### config.mk
export PLATFORM = sky130hd
export DESIGN_NAME = intr_nest_unit
export DESIGN_NICKNAME = d
export VERILOG_FILES = /design/src/rtl/intr_nest_unit.sv
export SDC_FILE = /design/constraint.sdc
export NUM_CORES = 1
export LEC_CHECK = 0
export ABC_AREA = 1
export BUFFER_PORTS_ARGS = -buffer_cell sky130_fd_sc_hd__buf_2
export CORE_ASPECT_RATIO = 2
export CORE_MARGIN = 3
export CORE_UTILIZATION = 39
export CTS_CLUSTER_SIZE = 28
export DETAILED_ROUTE_END_ITERATION = 7
export GPL_TIMING_DRIVEN = 0
export PLACE_DENSITY_LB_ADDON = 0.08
export REMOVE_ABC_BUFFERS = 1
export SLEW_MARGIN = 15
export SYNTH_ARGS = -nofsm -noshare
export SYNTH_HDL_FRONTEND = slang
export SYNTH_SLANG_ARGS = --single-unit
### constraint.sdc
create_clock -name clock -period 1.4 [get_ports clock]
set_input_delay 0.14 -clock clock [delete_from_list [all_inputs] [get_ports clock]]
set_output_delay 0.14 -clock clock [all_outputs]
set_load 0.01 [all_outputs]
### src/rtl/intr_nest_unit.sv
// Vectored, fixed-priority nested interrupt unit with a hardware return stack.
// Nesting beyond one level is enabled by defining INTR_NEST_EN; otherwise one level.
module intr_nest_unit #(
  parameter int ADDR_W      = 8,
  parameter int NUM_SRC     = 4,
  parameter int STACK_DEPTH = 4,
  parameter int SRC_W       = 2
) (
  input  logic                               clock,
  input  logic                               rst_n,
  input  logic [NUM_SRC-1:0]                 int_req,
  input  logic [NUM_SRC-1:0]                 int_en,
  input  logic [NUM_SRC*ADDR_W-1:0]          int_vec,
  input  logic [ADDR_W-1:0]                  next_pc,
  input  logic                               cur_flag,
  input  logic                               ret,
  output logic                               take,
  output logic [ADDR_W-1:0]                  take_pc,
  output logic [NUM_SRC-1:0]                 int_ack,
  output logic                               restore,
  output logic [ADDR_W-1:0]                  restore_pc,
  output logic                               restore_flag,
  output logic                               in_isr,
  output logic [SRC_W-1:0]                   active_src,
  output logic [$clog2(STACK_DEPTH+1)-1:0]   depth,
  output logic                               err_underflow
);

`ifdef INTR_NEST_EN
  localparam int EFF_DEPTH = STACK_DEPTH;
`else
  localparam int EFF_DEPTH = 1;
`endif
  localparam int DQ_W    = $clog2(EFF_DEPTH + 1);
  localparam int DEPTH_W = $clog2(STACK_DEPTH + 1);

  typedef struct packed {
    logic [ADDR_W-1:0] pc;
    logic              flag;
    logic [SRC_W-1:0]  src;
  } entry_t;

  entry_t              stack_q [EFF_DEPTH];
  logic [DQ_W-1:0]     depth_q;
  entry_t              top;
  logic [NUM_SRC-1:0]  pending;
  logic                any_pending;
  logic [SRC_W-1:0]    winner;
  logic [ADDR_W-1:0]   win_vec;

  // Entry i holds nesting level i+1, so the top sits at index depth_q-1.
  always_comb begin
    // NOTE: every combinational output gets a default first so no latch is inferred.
    top = '0;
    for (int i = 0; i < EFF_DEPTH; i++) begin
      if (depth_q == DQ_W'(i + 1)) top = stack_q[i];
    end
  end

  // Scan from the lowest priority upwards so the lowest set index wins.
  always_comb begin
    pending     = int_req & int_en;
    any_pending = |pending;
    winner      = '0;
    win_vec     = '0;
    for (int i = NUM_SRC - 1; i >= 0; i--) begin
      if (pending[i]) begin
        winner  = SRC_W'(i);
        win_vec = int_vec[i*ADDR_W +: ADDR_W];
      end
    end
  end

  // ret has priority over entry, so push and pop never coincide; take is held off in reset.
  assign take = rst_n && any_pending && !ret && (depth_q < DQ_W'(EFF_DEPTH)) &&
                ((depth_q == '0) || (winner < top.src));
  assign take_pc      = win_vec;
  assign int_ack      = take ? (NUM_SRC'(1) << winner) : '0;
  assign restore      = ret && (depth_q != '0);
  assign restore_pc   = top.pc;
  assign restore_flag = top.flag;
  assign active_src   = top.src;
  assign in_isr       = (depth_q != '0);
  assign depth        = DEPTH_W'(depth_q);

  always_ff @(posedge clock or negedge rst_n) begin
    if (!rst_n) begin
      depth_q       <= '0;
      err_underflow <= 1'b0;
      // NOTE: the stack is a small flop array, cleared so active_src and restore data read 0 when idle.
      for (int i = 0; i < EFF_DEPTH; i++) stack_q[i] <= '0;
    end else begin
      // NOTE: non-blocking assignments keep every state update based on pre-edge values.
      if (restore) begin
        depth_q <= depth_q - DQ_W'(1);
      end else if (take) begin
        for (int i = 0; i < EFF_DEPTH; i++) begin
          if (depth_q == DQ_W'(i)) stack_q[i] <= '{pc: next_pc, flag: cur_flag, src: winner};
        end
        depth_q <= depth_q + DQ_W'(1);
      end
      if (ret && (depth_q == '0)) err_underflow <= 1'b1;
    end
  end

endmodule

==> reports/results.tsv, run 1 <==
metric	value	unit
portBuffers	79	
grt_pass1_wl	5040	µm
period_share	93.5	%
max_freq	764	MHz
clk_pin_slew_worst_paths	60	ps
final_cell_count_no_fill	285	
p_leak	1.03	nW
startpoint_type	flip-flop	
clock_skew	6.25	ps
powerDensity	838	nW/µm²
syn_area	1060	µm²
netlist_top_cells_area	dfrtp_1, nand2_1, nand3_1, nor2_1, inv_1	
setup_ws	91.0	ps
clk_path_buf_depth	2	
grt_usage	18.4	%
arrival	1170	ps
start_util	41.2	%
cpPeakStageDelay	430	ps
cpMaxStageDelayCell	dfrtp_2	
drcViolationCount	0	
synthArstFlopShare	100	%
path_class	reg2out	
yosysMostFrequentCell	nand2_1	
numCtsBuffers	3	
cp_max_fo	4	
rsz0062_at_grt	false	
htree_levels	1	
power	1.29	mW
vias	1281	
grt_busiest_layer	met2	
dp_cells	276	
setup_tns	0	ps
use_met2	36.0	%
min_period	1310	ps
synthCells	176	
cts_tree	built	
place_hpwl	2280	µm
worst_pin_slew	576	ps
ys.flop_type	dfrtp_1	
nets	310	
synth-edff-count	0	
rows	26	
max_slew_margin	61.5	%
grt.overflow.total	0	
drt_pass1_iterations	4	
via_per_inst	4.49	
avgSynthCellArea	6.02	µm²
hold_class	in2reg	
globalplace.congestion	0.748	
design_area	1540	µm²
ff2ff_path_depth	5	
grt_use_met1	18.9	%
drive_above_1_share	41.6	%
cp.required	1260	ps
core	2570	µm²
final-max-slew-violation-count	0	
hold_viol	0	
yosys_register_bits	13	
crit_buf_inv	2	
synth_common_cells	nand2_1, nand3_1, nor2_1	
outcome	finished, final reports clean	
end_kind	output port	
setup_viol	0	
yosysSeqAreaShare	30.7	%
dp_slack	-393	ps
grt_max_degree	19	
cts_root_buf	clkbuf_8	
die_h	79.7	µm
wl_per_cell	10.6	µm
yosysWarnings	0	
drt_iter0_drc	24	
vdd_ir_drop_max	892	µV
drt-total-wl	3030	µm
final_util	59.9	%
grt_pass1_vias	1239	
clkLatencyLatePin	240	ps
die_area	3420	µm²
clkSinkCount	13	
crit_family	flip-flops	
pin_count	82	
syn2layout_area_growth	45.2	%
yosysTopAreaCellShare	30.7	%
place_area	1440	µm²
antenna_cells	0	
maxCapViolCount	0	
die_w	42.9	µm
hold_depth	2	
hold-worst-slack	105	ps
postRouteAntennaNets	0	
synth_top_area_cell	dfrtp_1	
groute.layer.met3.usage	2.71	%
path_cells	clkinvlp_4 > nand4_1 > nor2_1 > buf_2	
worst-path-stages	4	
yosysUniqueCellTypes	20	
antenna_found_initial	0	
==> final timing paths <==
kind / startpoint / to / slack (ps)
min in group asynchronous: rst_n / stack_q[8] / 480
worst max-delay path: in_isr / int_ack[3] / 90
worst max register to register: in_isr / stack_q[7] / 320
max in group asynchronous: rst_n / in_isr / 510
worst min register to register: err_underflow / err_underflow / 470
worst min-delay path: ret / in_isr / 110
==> power by group <==
group	internal [mW]	leakage (nW)	switching (mW)
Combinational	0.204	0.849	0.262
Sequential	0.454	0.158	0.0491
Clock	0.196	0.0255	0.124
Total	0.854	1.03	0.436
==> logic make-up (layout without fill, tap and decap cells) <==
family / count (synthesis) / count (layout) / synth area share [%]
compound gates: 3 / 3 / 1.65
buf+inv: 30 / 110 / 12.6
flops: 13 / 13 / 30.7
other cells: 1 / 2 / 0.354
simple gates: 129 / 129 / 54.7
==> area by class of cell <==
type | instances | area [µm²]
tap | 28 | 35.0
fill | 285 | 1030
inverter | 22 | 86.3
timing repair buffer | 84 | 435
sequential | 13 | 327
multi-input combinational | 134 | 609
clock inverter | 1 | 5.00
clock buffer | 3 | 41.3
==> flip-flops by register name, summed over array words and instances (netlist names) <==
| signal | count |
|---|---|
| stack_q | 11 |
| err_underflow | 1 |
| in_isr | 1 |
==> cells in the final DEF (no fill, tap or decap), types with 2 or more instances in the layout <==
cell type,synthesis,layout
nand3_1,19,19
conb_1,1,2
buf_4,3,4
nand2_4,3,3
nor2_2,3,2
nand2_2,6,6
clkbuf_8,0,3
nor2_1,19,19
inv_1,18,17
inv_2,4,4
nand2_1,75,75
nor2_4,1,2
buf_2,2,79
nand4_1,2,2
dfrtp_1,13,12
==> what timing repair did <==
| item | in CTS | in global routing |
|---|---|---|
| endpoints found under the setup margin | 17 | 6 |
| resized for setup | 2 | 1 |
| endpoints found under the hold margin | 13 | 0 |
| buffers inserted | 4 | 0 |
| hold buffers | 1 | 0 |
| pin swaps | 1 | 0 |
==> per-layer routing <==
layer | part of all wire, % | wire length [µm]
met1 | 37 | 1110
met2 | 56 | 1680
met3 | 6.4 | 194
met4 | 1.3 | 39
met5 | 0 | 0
Power figures use the tool's default switching activity.
==> inputs of run 2 (changes only) <==
--- a/config.mk
+++ b/config.mk
@@ -5,11 +5,10 @@
 export SDC_FILE = /design/constraint.sdc
 export NUM_CORES = 1
 export LEC_CHECK = 0
-export ABC_AREA = 1
+export ABC_AREA = 0
 export BUFFER_PORTS_ARGS = -buffer_cell sky130_fd_sc_hd__buf_2
-export CORE_ASPECT_RATIO = 2
 export CORE_MARGIN = 3
-export CORE_UTILIZATION = 39
+export CORE_UTILIZATION = 38
 export CTS_CLUSTER_SIZE = 28
 export DETAILED_ROUTE_END_ITERATION = 7
 export GPL_TIMING_DRIVEN = 0
==> reports/results.tsv, run 2 <==
metric	value	unit
seq_power_share	41.5	%
avgSynthCellArea	8.39	µm²
antenna_found_initial	0	
drt_pass1_iterations	4	
die_h	56.4	µm
yosysSeqAreaShare	33.7	%
grt_usage	19.1	%
place_hpwl	2300	µm
largest_reg_flops	11	
synth-edff-count	0	
r2r-start	in_isr	
clkSinkCount	13	
powerDensity	806	nW/µm²
p_sw_share	30.8	%
antenna_cells	0	
arrival	1850	ps
yosysMostFrequentCell	o21ai_0	
wl_per_cell	13.8	µm
vias	1152	
htree_levels	1	
ys.flop_type	dfrtp_1	
r2r_slack	-290	ps
postRouteAntennaNets	0	
fill_cells	218	
combPwrFrac	39.7	%
ff2ff_path_depth	4	
grt_pass1_vias	1086	
grt_max_degree	17	
clk_path_buf_depth	2	
cpMaxStageDelayCell	dfrtp_2	
setup_ws	-291	ps
synthCells	115	
synth_fa_ha_area_share	0	%
hold_class	in2async	
setup_tns	-3500	ps
yosysTopAreaCellShare	33.7	%
grt.overflow.total	0	
clock_skew	2.53	ps
max_freq	591	MHz
cts_root_buf	clkbuf_4	
yosys_register_bits	13	
synth_top_family_by_area	compound AO/OA/AOI/OAI gates	
drt-total-wl	3050	µm
synth_xor_xnor_area_share	0	%
worst_pin_slew	498	ps
final_common_cell	buf_2	
yosysWarnings	0	
power_switching	0.369	mW
hold_viol	13	
synth_top_area_cell	dfrtp_1	
cp_max_fo	5	
drt_iter0_drc	28	
cp.required	1560	ps
end_kind	flip-flop	
failed_checks	negative hold slack, negative setup slack	
min_period	1690	ps
setup_viol	14	
regArea	327	µm²
clk_pin_slew_worst_paths	70	ps
final_cell_count_no_fill	221	
nets	246	
grt_pass1_wl	4840	µm
yosysUniqueCellTypes	25	
portBuffers	79	
globalplace.congestion	0.778	
via_per_inst	5.21	
period_share	121	%
syn2layout_area_growth	54.0	%
outcome	finished with violations	
rsz0062_at_grt	true	
p_leak	0.790	nW
r2r-end	stack_q[4]	
path_class	reg2reg	
clkLatencyLatePin	270	ps
drcViolationCount	0	
yosys-mux-area-fraction	10.5	%
max_slew_margin	66.7	%
numCtsBuffers	3	
synth_compound_area_share	24.5	%
core	2320	µm²
cpPeakStageDelay	420	ps
maxCapViolCount	0	
drive_above_1_share	56.0	%
rows	17	
netlist_top_cells_area	dfrtp_1, mux2_2, o21ai_0, and2_1, a311oi_1	
syn_area	965	µm²
cts_tree	built	
dp_cells	210	
startpoint_type	flip-flop	
final-max-slew-violation-count	0	
synth_common_cells	o21ai_0, and2_1, dfrtp_1	
p_int	0.828	mW
synthSimpleGateAreaFrac	24.1	%
path_cells	or3b_4 > a31oi_4 > buf_4 > mux2_2	
pin_count	82	
synthArstFlopShare	100	%
die_area	3180	µm²
dp_slack	-553	ps
regMostFlops	stack_q	
power	1.20	mW
multi_input_area	638	µm²
hold-worst-slack	-247	ps
layout_common_cells	buf_2, o21ai_0, and2_1	
vdd_ir_drop_max	899	µV
start_util	41.6	%
die_w	56.4	µm
clockPowerShare	18.7	%
==> run 2: repair_timing <==
action | 4_1_cts | 5_1_grt
cloned | 0 | 0
buffers inserted | 7 | 0
gates resized for setup | 13 | 4
endpoints found under the setup margin | 15 | 19
pin swaps | 1 | 0
endpoints found under the hold margin | 13 | 13
==> run 2: layer usage <==
| layer | global-route usage, % | wire (µm) |
|---|---|---|
| met5 | 0 | 0 |
| met4 | 2.71 | 0 |
| met3 | 6.21 | 245 |
| met2 | 33.1 | 1540 |
| met1 | 23.6 | 1260 |
==> run 2: layout make-up <==
type / count / area share, %
Clock buffer: 4 / 1.77
Inverter: 1 / 0.253
Multi-Input combinational cell: 89 / 43.0
Sequential cell: 13 / 22.0
Tap cell: 28 / 2.36
Timing Repair Buffer: 86 / 30.7
==> run 2: power by group through the flow <==
stage	registers [mW]	logic [mW]	clock network (mW)
CTS	0.495	0.470	0.237
detailed placement	0.506	0.404	0
finish	0.497	0.476	0.224
floorplan	0.495	0.223	0
global route	0.507	0.520	0.261
global placement	0.501	0.392	0
==> run 2: logic make-up after synthesis <==
| family | after synthesis |
|---|---|
| compound gates | 35 |
| buf+inv | 14 |
| flops | 13 |
| mux | 9 |
| other cells | 1 |
| simple gates | 43 |
==> run 2: worst max-delay path by stage <==
stage | endpoint | depth (start not counted) | startpoint | slack, ps
floorplan | stack_q[10] | 3 | in_isr | -450
CTS | take | 3 | in_isr | -280
global placement | stack_q[3] | 3 | in_isr | -520
detailed placement | stack_q[9] | 3 | in_isr | -550
finish | stack_q[4] | 4 | in_isr | -290
global route | take | 3 | in_isr | -360
==> run 2: critical path, delay by kind of cell, from the launching register on <==
family | cells | cell delay (ps)
buffers and inverters | 1 | 170
and+or+nand+nor | 1 | 400
DFF | 1 | 420
muxes | 1 | 320
AOI/OAI and AO/OA | 1 | 260
==> run 2: stage by stage <==
step | utilization, % | hold WS (ps) | area (µm²)
final | 64.1 | -247 | 1490
after global placement | 57.7 | 51.0 | 1340
after CTS | 63.1 | -246 | 1460
after detailed placement | 57.7 | 51.4 | 1340
after global routing | 64.1 | -244 | 1490
after floorplan | - | -156 | 907
